[config.mk]
export PLATFORM = sky130hd
export DESIGN_NAME = vga_scanout_flat
export DESIGN_NICKNAME = d
export VERILOG_FILES = /design/src/rtl/vga_scanout_pkg.sv /design/src/rtl/vga_scanout_if.sv /design/src/rtl/vga_scanout_timing_gen.sv /design/src/rtl/vga_scanout.sv /design/src/flat_wrapper.sv
export SDC_FILE = /design/constraint.sdc
export NUM_CORES = 1
export LEC_CHECK = 0
export BUFFER_PORTS_ARGS = -buffer_cell sky130_fd_sc_hd__buf_2
export CAP_MARGIN = 30
export CELL_PAD_IN_SITES_DETAIL_PLACEMENT = 1
export CELL_PAD_IN_SITES_GLOBAL_PLACEMENT = 1
export CORE_MARGIN = 3
export CORE_UTILIZATION = 42
export DETAILED_ROUTE_END_ITERATION = 16
export PLACE_DENSITY = 0.82
export SYNTH_ARGS = -nofsm -noshare
export SYNTH_HDL_FRONTEND = slang
export SYNTH_SLANG_ARGS = --single-unit
[constraint.sdc]
create_clock -name clk -period 2.4 [get_ports clk]
set_clock_uncertainty 0.2 [all_clocks]
set_input_delay 0.12 -clock clk [delete_from_list [all_inputs] [get_ports clk]]
set_output_delay 0.12 -clock clk [all_outputs]
set_load 0.01 [all_outputs]
[src/rtl/vga_scanout_pkg.sv]
// Shared types, default 640x480@60 timing and small timing helpers for the
// vga_scanout block and its raster timing generator.
package vga_scanout_pkg;

   typedef struct packed {
      int unsigned visible;
      int unsigned fp;
      int unsigned sync;
      int unsigned bp;
   } vga_timing_t;

   // Per-clk control word carried through the framebuffer latency alignment
   typedef struct packed {
      logic hs;
      logic vs;
      logic vld;
   } align_t;

   localparam vga_timing_t VGA640_H = '{visible: 640, fp: 16, sync: 96, bp: 48};
   localparam vga_timing_t VGA480_V = '{visible: 480, fp: 10, sync: 2, bp: 33};

   function automatic int unsigned total(vga_timing_t t);
      return t.visible + t.fp + t.sync + t.bp;
   endfunction

   function automatic int unsigned sync_begin(vga_timing_t t);
      return t.visible + t.fp;
   endfunction

   function automatic int unsigned sync_end(vga_timing_t t);
      return t.visible + t.fp + t.sync - 1;
   endfunction

   // Bits needed to hold 0..n-1 (at least one)
   function automatic int unsigned cnt_w(int unsigned n);
      return (n <= 2) ? 1 : $clog2(n);
   endfunction

endpackage

[src/rtl/vga_scanout_if.sv]
// Framebuffer read port between the scanout engine (master) and the
// framebuffer RAM (slave).
interface vga_scanout_if
   import vga_scanout_pkg::*;
#(
   parameter int unsigned FB_ADDR_W = 16,
   parameter int unsigned COLOR_W   = 1
) ();

   logic [FB_ADDR_W-1:0] fb_addr;
   logic                 fb_rd_en;
   logic [3*COLOR_W-1:0] fb_pixel;

   modport master (output fb_addr, output fb_rd_en, input fb_pixel);
   modport slave  (input fb_addr, input fb_rd_en, output fb_pixel);

endinterface

[src/rtl/vga_scanout_timing_gen.sv]
// Raster timing generator: pixel-clock divider, h/v counters, visibility
// flags, raw (active-high) syncs and wrap strobes.
module vga_timing_gen
   import vga_scanout_pkg::*;
#(
   parameter int unsigned  PIX_DIV = 2,
   parameter vga_timing_t  H_T     = VGA640_H,
   parameter vga_timing_t  V_T     = VGA480_V,
   localparam int unsigned HCW     = cnt_w(total(H_T)),
   localparam int unsigned VCW     = cnt_w(total(V_T))
) (
   input  logic           clk,
   input  logic           rst_async,
   output logic           pix_ce,
   output logic [HCW-1:0] h_cnt,
   output logic [VCW-1:0] v_cnt,
   output logic           hvis,
   output logic           vvis,
   output logic           hsync_raw,
   output logic           vsync_raw,
   output logic           h_wrap,
   output logic           v_wrap
);

   logic h_last;
   logic v_last;

   generate
      if (PIX_DIV == 1) begin : g_nodiv
         assign pix_ce = 1'b1;
      end else begin : g_div
         localparam int unsigned DW = cnt_w(PIX_DIV);
         logic [DW-1:0] div_cnt;

         always_ff @(posedge clk or posedge rst_async) begin
            if (rst_async)                          div_cnt <= '0;
            else if (div_cnt == DW'(PIX_DIV - 1))   div_cnt <= '0;
            else                                    div_cnt <= div_cnt + 1'b1;
         end

         assign pix_ce = (div_cnt == DW'(PIX_DIV - 1));
      end
   endgenerate

   assign h_last = (h_cnt == HCW'(total(H_T) - 1));
   assign v_last = (v_cnt == VCW'(total(V_T) - 1));
   assign h_wrap = pix_ce & h_last;
   assign v_wrap = h_wrap & v_last;

   always_ff @(posedge clk or posedge rst_async) begin
      if (rst_async) begin
         h_cnt <= '0;
         v_cnt <= '0;
      end else if (pix_ce) begin
         if (h_last) begin
            h_cnt <= '0;
            v_cnt <= v_last ? '0 : v_cnt + 1'b1;
         end else begin
            h_cnt <= h_cnt + 1'b1;
         end
      end
   end

   assign hvis      = (h_cnt < HCW'(H_T.visible));
   assign vvis      = (v_cnt < VCW'(V_T.visible));
   assign hsync_raw = (h_cnt >= HCW'(sync_begin(H_T))) && (h_cnt <= HCW'(sync_end(H_T)));
   assign vsync_raw = (v_cnt >= VCW'(sync_begin(V_T))) && (v_cnt <= VCW'(sync_end(V_T)));

endmodule

[src/rtl/vga_scanout.sv]
// Parametrised VGA raster generator with up-scaled framebuffer scanout.
// Optional sticky vblank interrupt enabled by defining VGA_SCANOUT_VBLANK_IRQ_EN.
module vga_scanout
   import vga_scanout_pkg::*;
#(
   parameter int unsigned PIX_DIV    = 2,
   parameter int unsigned H_VISIBLE  = 640,
   parameter int unsigned H_FP       = 16,
   parameter int unsigned H_SYNC     = 96,
   parameter int unsigned H_BP       = 48,
   parameter int unsigned V_VISIBLE  = 480,
   parameter int unsigned V_FP       = 10,
   parameter int unsigned V_SYNC     = 2,
   parameter int unsigned V_BP       = 33,
   parameter bit          HSYNC_POL  = 1'b0,
   parameter bit          VSYNC_POL  = 1'b0,
   parameter int unsigned X_SCALE    = 3,
   parameter int unsigned Y_SCALE    = 3,
   parameter int unsigned FB_WIDTH   = 214,
   parameter int unsigned FB_HEIGHT  = 160,
   parameter int unsigned FB_ADDR_W  = 16,
   parameter int unsigned COLOR_W    = 1,
   parameter int unsigned FB_LATENCY = 1
) (
   input  logic               clk,
   input  logic               rst_async,
   input  logic               en,
   vga_scanout_if.master      fb,
   output logic [COLOR_W-1:0] vga_r,
   output logic [COLOR_W-1:0] vga_g,
   output logic [COLOR_W-1:0] vga_b,
   output logic               vga_hsync,
   output logic               vga_vsync,
   output logic               frame_start,
   output logic               vblank_irq,
   input  logic               irq_ack
);

   localparam vga_timing_t H_T = '{visible: H_VISIBLE, fp: H_FP, sync: H_SYNC, bp: H_BP};
   localparam vga_timing_t V_T = '{visible: V_VISIBLE, fp: V_FP, sync: V_SYNC, bp: V_BP};
   localparam int unsigned HCW = cnt_w(total(H_T));
   localparam int unsigned VCW = cnt_w(total(V_T));
   localparam int unsigned SXW = cnt_w(X_SCALE);
   localparam int unsigned FXW = cnt_w(H_VISIBLE);
   localparam int unsigned SYW = cnt_w(Y_SCALE);
   localparam int unsigned FYW = cnt_w(total(V_T) + 1);

   logic                 pix_ce, hvis, vvis, hsync_raw, vsync_raw, h_wrap, v_wrap;
   logic [HCW-1:0]       h_cnt;
   logic [VCW-1:0]       v_cnt;
   logic [SXW-1:0]       sub_x;
   logic [FXW-1:0]       fb_x;
   logic [SYW-1:0]       sub_y;
   logic [FYW-1:0]       fb_y;
   logic [FB_ADDR_W-1:0] line_base;
   logic                 fb_area;
   align_t               stage_p0;
   align_t               align_d;

   vga_timing_gen #(
      .PIX_DIV (PIX_DIV),
      .H_T     (H_T),
      .V_T     (V_T)
   ) u_timing (
      .clk       (clk),
      .rst_async (rst_async),
      .pix_ce    (pix_ce),
      .h_cnt     (h_cnt),
      .v_cnt     (v_cnt),
      .hvis      (hvis),
      .vvis      (vvis),
      .hsync_raw (hsync_raw),
      .vsync_raw (vsync_raw),
      .h_wrap    (h_wrap),
      .v_wrap    (v_wrap)
   );

   // Horizontal fb mapping: clears on the last visible pixel so x=0 starts fresh
   always_ff @(posedge clk or posedge rst_async) begin
      if (rst_async) begin
         sub_x <= '0;
         fb_x  <= '0;
      end else if (pix_ce) begin
         if (!hvis || (h_cnt == HCW'(H_VISIBLE - 1))) begin
            sub_x <= '0;
            fb_x  <= '0;
         end else if (sub_x == SXW'(X_SCALE - 1)) begin
            sub_x <= '0;
            fb_x  <= fb_x + 1'b1;
         end else begin
            sub_x <= sub_x + 1'b1;
         end
      end
   end

   always_ff @(posedge clk or posedge rst_async) begin
      if (rst_async) begin
         sub_y     <= '0;
         fb_y      <= '0;
         line_base <= '0;
      end else if (h_wrap) begin
         if (v_wrap) begin
            sub_y     <= '0;
            fb_y      <= '0;
            line_base <= '0;
         end else if (sub_y == SYW'(Y_SCALE - 1)) begin
            sub_y     <= '0;
            fb_y      <= fb_y + 1'b1;
            line_base <= line_base + FB_ADDR_W'(FB_WIDTH);
         end else begin
            sub_y <= sub_y + 1'b1;
         end
      end
   end

   assign fb_area     = hvis && vvis && (32'(fb_x) < FB_WIDTH) && (32'(fb_y) < FB_HEIGHT);
   assign fb.fb_addr  = line_base + FB_ADDR_W'(fb_x);
   // Counters sit at (0,0) during reset, so the strobe is held off by reset itself
   assign fb.fb_rd_en = fb_area && !rst_async;
   assign stage_p0    = '{hs: hsync_raw, vs: vsync_raw, vld: fb_area};

   // Stage p1..pN: delay control to meet the framebuffer read data
   generate
      if (FB_LATENCY == 0) begin : g_nolat
         assign align_d = stage_p0;
      end else begin : g_lat
         align_t dly_p [FB_LATENCY];

         always_ff @(posedge clk or posedge rst_async) begin
            if (rst_async) begin
               for (int i = 0; i < FB_LATENCY; i++) dly_p[i] <= '0;
            end else begin
               dly_p[0] <= stage_p0;
               for (int i = 1; i < FB_LATENCY; i++) dly_p[i] <= dly_p[i-1];
            end
         end

         assign align_d = dly_p[FB_LATENCY-1];
      end
   endgenerate

   // Output register stage: colours, syncs and blanking update together
   always_ff @(posedge clk or posedge rst_async) begin
      if (rst_async) begin
         {vga_r, vga_g, vga_b} <= '0;
         vga_hsync             <= ~HSYNC_POL;
         vga_vsync             <= ~VSYNC_POL;
         frame_start           <= 1'b0;
      end else begin
         {vga_r, vga_g, vga_b} <= (en && align_d.vld) ? fb.fb_pixel : '0;
         vga_hsync             <= (en && align_d.hs) ? HSYNC_POL : ~HSYNC_POL;
         vga_vsync             <= (en && align_d.vs) ? VSYNC_POL : ~VSYNC_POL;
         frame_start           <= v_wrap;
      end
   end

`ifdef VGA_SCANOUT_VBLANK_IRQ_EN
   logic irq_set;
   assign irq_set = h_wrap && (v_cnt == VCW'(V_VISIBLE - 1));

   always_ff @(posedge clk or posedge rst_async) begin
      if (rst_async)     vblank_irq <= 1'b0;
      else if (irq_set)  vblank_irq <= 1'b1;
      else if (irq_ack)  vblank_irq <= 1'b0;
   end
`else
   logic unused_irq;
   assign unused_irq = irq_ack ^ (^v_cnt);
   assign vblank_irq = 1'b0;
`endif

endmodule

[src/flat_wrapper.sv]
// flat-port wrapper written by rule: the top's interface ports become plain ports
module vga_scanout_flat import vga_scanout_pkg::*;
#(
   parameter int unsigned PIX_DIV    = 2,
   parameter int unsigned H_VISIBLE  = 640,
   parameter int unsigned H_FP       = 16,
   parameter int unsigned H_SYNC     = 96,
   parameter int unsigned H_BP       = 48,
   parameter int unsigned V_VISIBLE  = 480,
   parameter int unsigned V_FP       = 10,
   parameter int unsigned V_SYNC     = 2,
   parameter int unsigned V_BP       = 33,
   parameter bit          HSYNC_POL  = 1'b0,
   parameter bit          VSYNC_POL  = 1'b0,
   parameter int unsigned X_SCALE    = 3,
   parameter int unsigned Y_SCALE    = 3,
   parameter int unsigned FB_WIDTH   = 214,
   parameter int unsigned FB_HEIGHT  = 160,
   parameter int unsigned FB_ADDR_W  = 16,
   parameter int unsigned COLOR_W    = 1,
   parameter int unsigned FB_LATENCY = 1
)
  (clk, rst_async, en, vga_r, vga_g, vga_b, vga_hsync, vga_vsync, frame_start, vblank_irq, irq_ack, fb_fb_addr, fb_fb_rd_en, fb_fb_pixel);
  vga_scanout_if #(.FB_ADDR_W(FB_ADDR_W), .COLOR_W(COLOR_W)) fb_i ();
  input  logic clk;
  input  logic rst_async;
  input  logic en;
  output logic [COLOR_W-1:0] vga_r;
  output logic [COLOR_W-1:0] vga_g;
  output logic [COLOR_W-1:0] vga_b;
  output logic vga_hsync;
  output logic vga_vsync;
  output logic frame_start;
  output logic vblank_irq;
  input  logic irq_ack;
  output wire logic [$bits(fb_i.fb_addr)-1:0] fb_fb_addr;
  output wire logic [$bits(fb_i.fb_rd_en)-1:0] fb_fb_rd_en;
  input wire logic [$bits(fb_i.fb_pixel)-1:0] fb_fb_pixel;
  assign fb_fb_addr = fb_i.fb_addr;
  assign fb_fb_rd_en = fb_i.fb_rd_en;
  assign fb_i.fb_pixel = fb_fb_pixel;
  vga_scanout #(.PIX_DIV(PIX_DIV), .H_VISIBLE(H_VISIBLE), .H_FP(H_FP), .H_SYNC(H_SYNC), .H_BP(H_BP), .V_VISIBLE(V_VISIBLE), .V_FP(V_FP), .V_SYNC(V_SYNC), .V_BP(V_BP), .HSYNC_POL(HSYNC_POL), .VSYNC_POL(VSYNC_POL), .X_SCALE(X_SCALE), .Y_SCALE(Y_SCALE), .FB_WIDTH(FB_WIDTH), .FB_HEIGHT(FB_HEIGHT), .FB_ADDR_W(FB_ADDR_W), .COLOR_W(COLOR_W), .FB_LATENCY(FB_LATENCY)) u_core (.clk(clk), .rst_async(rst_async), .en(en), .fb(fb_i), .vga_r(vga_r), .vga_g(vga_g), .vga_b(vga_b), .vga_hsync(vga_hsync), .vga_vsync(vga_vsync), .frame_start(frame_start), .vblank_irq(vblank_irq), .irq_ack(irq_ack));
endmodule
==> results of run 1 <==
[critical path, delay by kind of cell (launching register included)]
| kind | cells | cell delay (ps) |
|---|---|---|
| adders and majority gates | 1 | 290 |
| and+or+nand+nor | 1 | 120 |
| AOI/OAI and AO/OA | 3 | 740 |
| xor gates and xnor gates | 1 | 110 |
| DFF | 1 | 430 |
| buffers and inverters | 1 | 160 |
[sequential cells by signal (all words and copies together), names as in the netlist]
signal / cells
u_core.u_timing.h_cnt: 10
u_core.vga_g: 1
u_core.line_base: 15
u_core.sub_y: 2
u_core.vga_b: 1
u_core.u_timing.pix_ce: 1
u_core.u_timing.v_cnt: 10
u_core.vga_hsync: 1
u_core.fb_x: 10
u_core.sub_x: 2
u_core.frame_start: 1
u_core.fb_y: 10
u_core.vga_r: 1
u_core.vga_vsync: 1
u_core.align_d: 3
[final cells by class]
type / count / area, um^2
Fill cell: 1007 / 3820
Multi-Input combinational cell: 318 / 2300
Sequential cell: 69 / 1740
Timing Repair Buffer: 87 / 612
Tap cell: 108 / 135
Clock buffer: 9 / 124
Clock inverter: 7 / 73.8
Inverter: 11 / 41.3
[logic make-up (layout without fill, tap and decap cells)]
| group | count (synthesis) | count (layout) | share of synthesized area, % |
|---|---|---|---|
| buf+inv | 26 | 114 | 3.01 |
| other cells | 1 | 1 | 0.0969 |
| compound gates | 84 | 84 | 13.5 |
| xor+xnor | 44 | 44 | 9.95 |
| fa+ha+maj | 17 | 17 | 5.49 |
| simple gates | 170 | 170 | 22.7 |
| mux | 2 | 2 | 0.582 |
| flops | 69 | 69 | 44.7 |
[placed cells by master (no fill, tap or decap), types with 9 or more instances in the layout]
master	n
xor2_1	25
a21oi_1	9
and3_1	14
dfrtp_1	60
clkbuf_8	9
buf_4	52
xnor2_1	16
nor2_1	33
ha_1	10
nand2_1	42
o21ai_0	36
nand4_1	19
buf_2	28
nand3_1	10
inv_1	9
[worst paths after layout]
| check | start | end | slack, ps | depth (start not counted) |
|---|---|---|---|---|
| max in group asynchronous | rst_async | u_core.line_base[8]$_DFFE_PP0P_ | 1210 | 4 |
| hold reg to reg | u_core.align_d[1]$_DFF_PP0_ | u_core.vga_vsync$_DFF_PP1_ | 180 | 1 |
| setup / recovery | u_core.line_base[4]$_DFFE_PP0P_ | fb_fb_addr[14] | -120 | 7 |
| setup reg to reg | u_core.u_timing.v_cnt[6]$_DFFE_PP0P_ | u_core.line_base[14]$_DFFE_PP0P_ | 10 | 7 |
| min in group clk | u_core.align_d[1]$_DFF_PP0_ | u_core.vga_vsync$_DFF_PP1_ | 180 | 1 |
| hold / removal | rst_async | u_core.u_timing.h_cnt[0]$_DFFE_PP0P_ | 150 | 3 |
[power breakdown]
part           internal, W  total (W)  switching (W)
clock             0.000483   0.000957       0.000474
combinational    0.0000156  0.0000461      0.0000305
sequential         0.00116    0.00116    0.000000784
[what timing repair did]
item	4_1_cts	5_1_grt
pin swaps	9	14
setup buffers	7	7
hold buffers	5	0
resized for setup	21	28
endpoints found under the setup margin	10	23
hold endpoints to repair	26	0
gates cloned	0	0
[synthesized netlist by cell type (all sizes together) (2+ instances only)]
library cell | number | share of area (%)
or2 | 2 | 0.32
dfstp | 2 | 1.4
and3 | 15 | 2.4
mux2 | 2 | 0.58
dfrtp | 67 | 43
nand3 | 12 | 1.6
buf | 9 | 1.4
o211ai | 2 | 0.39
o21ai | 38 | 4.9
nand3b | 2 | 0.39
nand2b | 8 | 1.3
a31oi | 3 | 0.48
nor2 | 36 | 3.6
a211oi | 4 | 0.78
o41ai | 2 | 0.45
clkbuf | 6 | 0.58
nand4b | 2 | 0.45
xor2 | 25 | 5.7
nor3 | 4 | 0.52
nand4 | 20 | 3.4
a22o | 5 | 1.1
or3 | 4 | 0.78
xnor2 | 19 | 4.3
o31ai | 5 | 0.97
and4 | 2 | 0.45
a21oi | 10 | 1.3
inv | 10 | 0.97
a41oi | 2 | 0.45
a21o | 5 | 0.97
nand2 | 45 | 4.4
and2 | 7 | 1.1
nor2b | 6 | 0.97
nor4 | 4 | 0.81
ha | 17 | 5.5
[metrics by stage]
step | hold WS [ps] | setup WS [ps] | total power [W]
3_5_place_dp | -16.6 | -102 | 0.00123
4_1_cts | 156 | -98.5 | 0.00220
3_3_place_gp | -25.8 | 63.9 | 0.00123
6_report | 148 | -119 | 0.00217
5_1_grt | 183 | -192 | 0.00226
2_1_floorplan | -40.7 | 70.3 | 0.00121
[layer usage]
layer,vias to the layer above,wire length (um),global-route usage [%]
li1,1634,-,-
met1,1768,4880,27.4
met2,75,6010,37.9
met3,17,312,3.14
met4,0,192,7.27
met5,-,0,0
==> flow_summary_export.csv, run 1 <==
group,metric,value,unit
grt,grt_max_degree,49,
finish,n_antenna_cell,0,
critical_path,worstSetupPathType,"reg2out",
timing,finalHoldViolations,0,
grt,grt_usage,21.7,%
yosys,async_reset_ff_share,100,%
timing,max_freq,0.397,GHz
placement,io_buffers,28,
routing,drt_first_pass_iters,4,
routing,vias_per_cell,5.74,
yosys,synth.distinct_cells,53,
clocking,numCtsBuffers,9,
clocking,cts.sinks,69,
finish,fin_util,56.8,%
grt,grt_pass1_vias,3601,
routing,wire_per_inst,18.7,um
min_path,min_path_type,"in2async",
critical_path,start_kind,"flip-flop",
critical_path,cp_max_fo,4,
timing,setup_viol,8,
timing,setup_slack,-119,ps
die,floorplan.die_area,10400,um^2
timing,rsz0062_at_grt,"true",
run_status,outcome,"complete, but fails checks",
pwr,power_density,431,nW/um^2
placement,gp_congestion,0.809,
clocking,path_clk_slew,80,ps
die,initial_core_util,43.8,%
yosys,synth_nets,437,
grt,antenna_found_initial,0,
clocking,cts_tree,"yes",
yosys,synth_flop_cell,"dfrtp_1",
finish,fin_cells,609,
timing,timing.final.max_slew_violations,0,
die,fp.dieH,102,um
die,core-area,8850,um^2
yosys,syn_avg_cell_area,9.37,um^2
placement,hpwl,7.39,mm
timing,fin_crit_sh,105,%
yosys,synth-edff-count,0,
run_status,violations,"negative setup slack",
timing,slew_headroom,66.1,%
routing,drt-initial-drc-count,140,
clocking,clockRootBuffer,"clkbuf_8",
clocking,clk_latency,350,ps
timing,finalCriticalPeriod,2520,ps
die,boundaryPins,31,
finish,drive_gt1_share,29.7,%
yosys,yosysWarnings,0,
placement,placed_cells,574,
clocking,h-tree-depth,3,
finish,fin_area,5020,um^2
finish,nNetsFinal,520,
flow_run,drv_cap,0,
routing,finalWirelength,11.4,mm
finish,area.growth.synth_to_final,29.8,%
yosys,syn_inst,413,
timing,tightest_slew,505,ps
yosys,ys_ff_latch,69,
grt,grt_pass1_wl,17.8,mm
pwr,ir_drop,212,uV
routing,antenna_left,0,
placement,post_dp_cell_area,4390,um^2
routing,drc,0,
critical_path,endpoint_kind,"output pin",
die,dieWidth,102,um
pwr,power_leakage,2.33,nW
critical_path,critPathRequiredTime,2080,ps
critical_path,cp_slowest_cell,"dfrtp_1",
yosys,syn-cell-area,3870,um^2
clocking,clock_path_buffers,2,
critical_path,arrival,2200,ps
grt,grt-ovfl-total,0,
timing,finalSetupTns,-653,ps
critical_path,path_cells,"ha_4 > a21o_1 > a221oi_4 > o221ai_4 > nand2_2 > xnor2_2 > buf_2",
routing,route.vias.total,3494,
critical_path,max_stage_delay,430,ps
yosys,ys_seq_area_share,44.7,%
die,rows,34,
No activity file was read; power rests on OpenSTA's default activity.
==> inputs of run 2 (changes only) <==
- GPL_TIMING_DRIVEN: not set -> 0
==> run 2 against run 1 <==
- the flow still finishes with violations (negative setup slack)
- largest cell class unchanged
- total power down 0.47%
- critical endpoint unchanged
- core utilization fell by 0.54 points
- non-clock buffer count shrank 10
- first-iteration DRC count increased by 22%
- final cell count decreased by 1.6%
- critical path depth increased by 1
- wire length is 1.9% higher
- combinational power is 3% lower
- die area unchanged
==> flow_summary_export.csv, run 2 (synthesized netlist as in run 1, its figures left out) <==
group,metric,value,unit
run_status,outcome,"complete, but fails checks",
run_status,violations,"negative setup slack",
timing,finalCriticalPeriod,2550,ps
timing,fin_crit_sh,106,%
finish,mostFrequentLayoutCells,"48 x dfrtp_1, 42 x nand2_1, 37 x o21ai_0",
placement,io_buffers,28,
pwr,power_leakage,2.20,nW
critical_path,path_cells,"ha_4 > a21o_4 > a221oi_4 > o221ai_2 > buf_4 > nand2_4 > xnor2_2 > buf_2",
timing,setup_viol,6,
placement,hpwl,7.06,mm
timing,max_freq,0.391,GHz
die,initial_core_util,43.8,%
routing,drc,0,
finish,final_common_cell,"dfrtp_1",
routing,vias_per_cell,5.87,
clocking,cts_tree,"yes",
min_path,whs_endpoint,"u_core.vga_hsync$_DFF_PP1_",
routing,route.vias.total,3518,
finish,area.growth.synth_to_final,28.5,%
critical_path,start_kind,"flip-flop",
critical_path,reg2reg_depth,5,
die,rows,34,
min_path,hp-start,"u_core.align_d[2]$_DFF_PP0_",
finish,largest-register,"u_core.line_base",
placement,gp_congestion,0.801,
timing,timing.final.max_slew_violations,0,
pwr,power_density,434,nW/um^2
clocking,clk_latency,340,ps
flow_run,drv_cap,0,
timing,slew_headroom,41.4,%
pwr,switchingPower,0.000473,W
pwr,ir_drop,279,uV
grt,antenna_found_initial,0,
clocking,path_clk_slew,80,ps
pwr,pwr-share-clk,43.9,%
critical_path,r2r_slack,50,ps
critical_path,r2r-start,"u_core.u_timing.v_cnt[6]$_DFFE_PP0P_",
min_path,min_path_type,"reg2reg",
routing,drt-initial-drc-count,171,
critical_path,cp_max_fo,4,
grt,grt_pass1_wl,17.7,mm
pwr,power_frac_seq,54.0,%
clocking,clockRootBuffer,"clkbuf_8",
critical_path,max_stage_delay,430,ps
timing,finalHoldViolations,0,
grt,grt_max_degree,70,
die,core-area,8850,um^2
critical_path,worstSetupPathType,"reg2out",
critical_path,endpoint_kind,"output pin",
critical_path,arrival,2230,ps
finish,fin_util,56.2,%
routing,drt_first_pass_iters,4,
pwr,intPower,0.00168,W
critical_path,rr_endpoint,"u_core.line_base[12]$_DFFE_PP0P_",
pwr,p_sw_share,21.9,%
routing,antenna_left,0,
timing,setup_slack,-155,ps
clocking,numCtsBuffers,9,
routing,wire_per_inst,19.4,um
timing,rsz0062_at_grt,"true",
grt,grt_pass1_vias,3555,
timing,tightest_slew,879,ps
finish,nNetsFinal,510,
die,dieWidth,102,um
clocking,cts.sinks,69,
finish,drive_gt1_share,29.9,%
die,boundaryPins,31,
routing,finalWirelength,11.6,mm
clocking,h-tree-depth,3,
finish,largest_reg_flops,15,
critical_path,critPathRequiredTime,2080,ps
critical_path,cp_slowest_cell,"dfrtp_2",
die,fp.dieH,102,um
grt,grt-ovfl-total,0,
timing,finalSetupTns,-621,ps
pwr,power_frac_comb,2.1,%
finish,n_antenna_cell,0,
die,floorplan.die_area,10400,um^2
min_path,min_path_cells,1,
grt,grt_usage,21.5,%
clocking,clock_path_buffers,2,
==> run 2: cell type report <==
type	instances	area, um^2
Clock buffer	12	145
Sequential cell	69	1750
Timing Repair Buffer	63	419
Clock inverter	4	47.5
Buffer	14	86.3
Inverter	11	43.8
Tap cell	108	135
Fill cell	996	3870
Multi-Input combinational cell	318	2350
==> run 2: critical path: cells and delay by family, from the launching register on <==
| family | cells | cell delay [ps] |
|---|---|---|
| compound gates | 3 | 700 |
| xor+xnor | 1 | 100 |
| fa+ha+maj | 1 | 270 |
| buf+inv | 2 | 320 |
| flops | 1 | 430 |
| simple gates | 1 | 60 |
==> run 2: per-layer routing <==
layer / vias up / part of all wire (%) / GRT usage (%)
li1: 1618 / - / -
met1: 1818 / 43 / 26.6
met2: 64 / 53 / 38.2
met3: 18 / 2.2 / 2.80
met4: 0 / 2.0 / 8.07
met5: - / 0 / 0
==> run 2: stage by stage <==
stage | hold WS [ps] | std cells | area [um^2] | total power [W] | setup slack, ps
detailed placement | 115 | 549 | 4150 | 0.00123 | -264
CTS | 183 | 584 | 4720 | 0.00218 | -133
finish | 180 | 599 | 4980 | 0.00216 | -155
global route | 196 | 599 | 4980 | 0.00223 | -253
floorplan | -40.7 | 413 | 3870 | 0.00121 | 70.3
global placement | 104 | 549 | 4150 | 0.00123 | -572
==> run 2: power by group through the flow <==
stage / clock network (W) / logic [W] / registers, W
6_report: 0.000948 / 0.0000446 / 0.00117
5_1_grt: 0.00101 / 0.0000511 / 0.00116
4_1_cts: 0.000967 / 0.0000458 / 0.00117
3_5_place_dp: 0 / 0.0000397 / 0.00119
3_3_place_gp: 0 / 0.0000383 / 0.00119
2_1_floorplan: 0 / 0.0000216 / 0.00119
==> run 2: worst max-delay path by stage <==
| stage | from | end | cells after the start |
|---|---|---|---|
| 4_1_cts | u_core.fb_x[6]$_DFFE_PP0P_ | fb_fb_addr[11] | 7 |
| 3_5_place_dp | u_core.u_timing.h_cnt[0]$_DFFE_PP0P_ | u_core.line_base[12]$_DFFE_PP0P_ | 6 |
| 2_1_floorplan | u_core.u_timing.h_cnt[0]$_DFFE_PP0P_ | u_core.u_timing.v_cnt[9]$_DFFE_PP0P_ | 7 |
| 3_3_place_gp | rst_async | u_core.fb_y[5]$_DFFE_PP0P_ | 2 |
| 6_report | u_core.fb_x[4]$_DFFE_PP0P_ | fb_fb_addr[14] | 8 |
| 5_1_grt | u_core.line_base[7]$_DFFE_PP0P_ | fb_fb_addr[12] | 7 |
==> run 2: timing repair <==
| item | in CTS | in global routing |
|---|---|---|
| pin swaps | 6 | 19 |
| resized for setup | 44 | 37 |
| setup endpoints to repair | 51 | 38 |
| setup buffers | 14 | 16 |
| hold buffers | 5 | 0 |
| endpoints found under the hold margin | 72 | 0 |
==> inputs of run 3 (changes only) <==
- CORE_UTILIZATION: 42 -> 30
- PLACE_DENSITY: 0.82 -> 0.64
==> run 3 against run 2 <==
- the flow still finishes with violations (negative setup slack)
- largest cell class unchanged
- sequential power is essentially flat
- worst setup slack improved by 48 ps
- core utilization fell by 15 points
- highest routed layer is now met5
- maximum frequency is 1.9% higher
- register-to-register slack improved by 30 ps
- critical path type unchanged
==> flow_summary_export.csv, run 3 (synthesized netlist as in run 1, its figures left out) <==
group,metric,value,unit
finish,area.growth.synth_to_final,31.5,%
pwr,power_leakage,2.24,nW
timing,fin_crit_sh,104,%
routing,drc,0,
die,fp.dieH,120,um
die,boundaryPins,31,
pwr,power_frac_seq,45.9,%
pwr,switchingPower,0.000528,W
die,dieWidth,120,um
critical_path,cp_max_fo,5,
clocking,clk_latency,330,ps
timing,setup_slack,-107,ps
clocking,cts.sinks,69,
run_status,outcome,"complete, but fails checks",
timing,max_freq,0.399,GHz
die,initial_core_util,31.4,%
placement,io_buffers,28,
routing,vias_per_cell,5.11,
critical_path,r2r_slack,80,ps
clocking,cts_tree,"yes",
die,rows,40,
finish,nNetsFinal,505,
finish,mostFrequentLayoutCells,"56 x dfrtp_1, 44 x nand2_1, 37 x o21ai_0",
grt,antenna_found_initial,1,
die,core-area,12300,um^2
finish,drive_gt1_share,26.5,%
critical_path,r2r-start,"u_core.u_timing.h_cnt[1]$_DFFE_PP0P_",
timing,finalHoldViolations,0,
pwr,p_sw_share,20.8,%
routing,antenna_left,0,
placement,hpwl,7.20,mm
critical_path,endpoint_kind,"output pin",
routing,drt_first_pass_iters,4,
timing,tightest_slew,557,ps
routing,route.vias.total,3342,
routing,finalWirelength,10.8,mm
critical_path,rr_endpoint,"u_core.u_timing.v_cnt[9]$_DFFE_PP0P_",
grt,grt_pass1_vias,3433,
finish,n_antenna_cell,0,
min_path,min_path_type,"in2async",
grt,grt_max_degree,41,
timing,rsz0062_at_grt,"true",
clocking,h-tree-depth,3,
pwr,intPower,0.00201,W
timing,slew_headroom,62.5,%
timing,timing.final.max_slew_violations,0,
placement,post_dp_cell_area,4240,um^2
grt,grt_pass1_wl,17.4,mm
pwr,power,0.00254,W
critical_path,cp-startpoint,"u_core.line_base[2]$_DFFE_PP0P_",
flow_run,drv_cap,0,
die,floorplan.die_area,14300,um^2
finish,final_common_cell,"dfrtp_1",
timing,setup_viol,5,
critical_path,worstSetupPathType,"reg2out",
placement,gp_congestion,0.774,
critical_path,crit_end,"fb_fb_addr[10]",
clocking,clockRootBuffer,"clkbuf_16",
finish,largest-register,"u_core.line_base",
timing,finalCriticalPeriod,2510,ps
clocking,numCtsBuffers,9,
run_status,violations,"negative setup slack",
placement,dpl_worst_slack,-296,ps
routing,drt-initial-drc-count,167,
timing,finalSetupTns,-248,ps
clocking,path_clk_slew,60,ps
finish,fin_util,41.3,%
critical_path,arrival,2190,ps
critical_path,reg2reg_depth,7,
grt,grt-ovfl-total,0,
grt,grt_usage,15.0,%
finish,fillers,1431,
pwr,power_frac_comb,1.9,%
critical_path,critPathRequiredTime,2080,ps
finish,largest_reg_flops,15,
pwr,ir_drop,349,uV
routing,wire_per_inst,16.4,um
pwr,power_density,499,nW/um^2
finish,fin_area,5090,um^2
clocking,clock_path_buffers,2,
critical_path,start_kind,"flip-flop",
pwr,pwr-share-clk,52.2,%
[run 3: cell types whose count changed in the layout (fill, tap and decap cells not counted), moves of 4 or more]
cell	before	now
clkbuf_16	0	9
clkbuf_8	10	1
dfrtp_1	48	56
dfrtp_2	19	11
buf_4	31	27
[run 3: layer usage]
layer | up-vias | wire length, um | share of wire [%] | global-route usage, %
li1 | 1603 | - | - | -
met2 | 46 | 5300 | 49 | 25.2
met1 | 1673 | 4920 | 46 | 19.4
met3 | 18 | 347 | 3.2 | 3.35
met5 | - | 11 | 0.10 | 0
met4 | 2 | 171 | 1.6 | 4.44
[run 3: layout make-up]
cell class | count | area (um^2) | area share [%]
clock buffer | 12 | 246 | 4.84
buffer | 14 | 80.1 | 1.57
sequential | 69 | 1740 | 34.2
clock inverter | 4 | 47.5 | 0.934
tap | 168 | 210 | 4.13
inverter | 11 | 43.8 | 0.860
timing repair buffer | 58 | 390 | 7.67
multi-input combinational | 318 | 2330 | 45.7
[run 3: what timing repair did]
item,CTS,global route
gates resized for setup,44,20
setup endpoints to repair,52,48
endpoints found under the hold margin,74,0
buffers inserted,11,13
pin swaps,7,9
hold buffers,5,0
gates cloned,0,0
[run 3: worst min-delay path by stage]
stage               slack (ps)  depth (start not counted)                              endpoint       from
global route               200                          3  u_core.u_timing.h_cnt[1]$_DFFE_PP0P_  rst_async
detailed placement         -40                          2  u_core.u_timing.h_cnt[1]$_DFFE_PP0P_  rst_async
finish                     140                          3  u_core.u_timing.h_cnt[1]$_DFFE_PP0P_  rst_async
global placement           110                          2            u_core.vga_vsync$_DFF_PP1_         en
CTS                        150                          3  u_core.u_timing.h_cnt[1]$_DFFE_PP0P_  rst_async
floorplan                  -40                          1            u_core.vga_hsync$_DFF_PP1_         en
[run 3: through the flow]
step	hold WS, ps	cells
global route	202	654
finish	144	654
floorplan	-40.7	413
detailed placement	-39.5	610
CTS	146	642
global placement	113	609
[run 3: critical path, stage by stage, from the launching register on]
cell and delay, ps:
dfrtp_2 460, ha_4 270, a21o_1 200, a221oi_4 290, o221ai_4 160, buf_4 170
xor2_1 130, buf_2 160
[run 3: power by group through the flow]
stage,Sequential [W],Combinational [W],Clock [W]
floorplan,0.00119,0.0000216,0
global placement,0.00119,0.0000398,0
detailed placement,0.00119,0.0000448,0
CTS,0.00117,0.0000509,0.00137
global route,0.00117,0.0000568,0.00141
finish,0.00117,0.0000486,0.00133
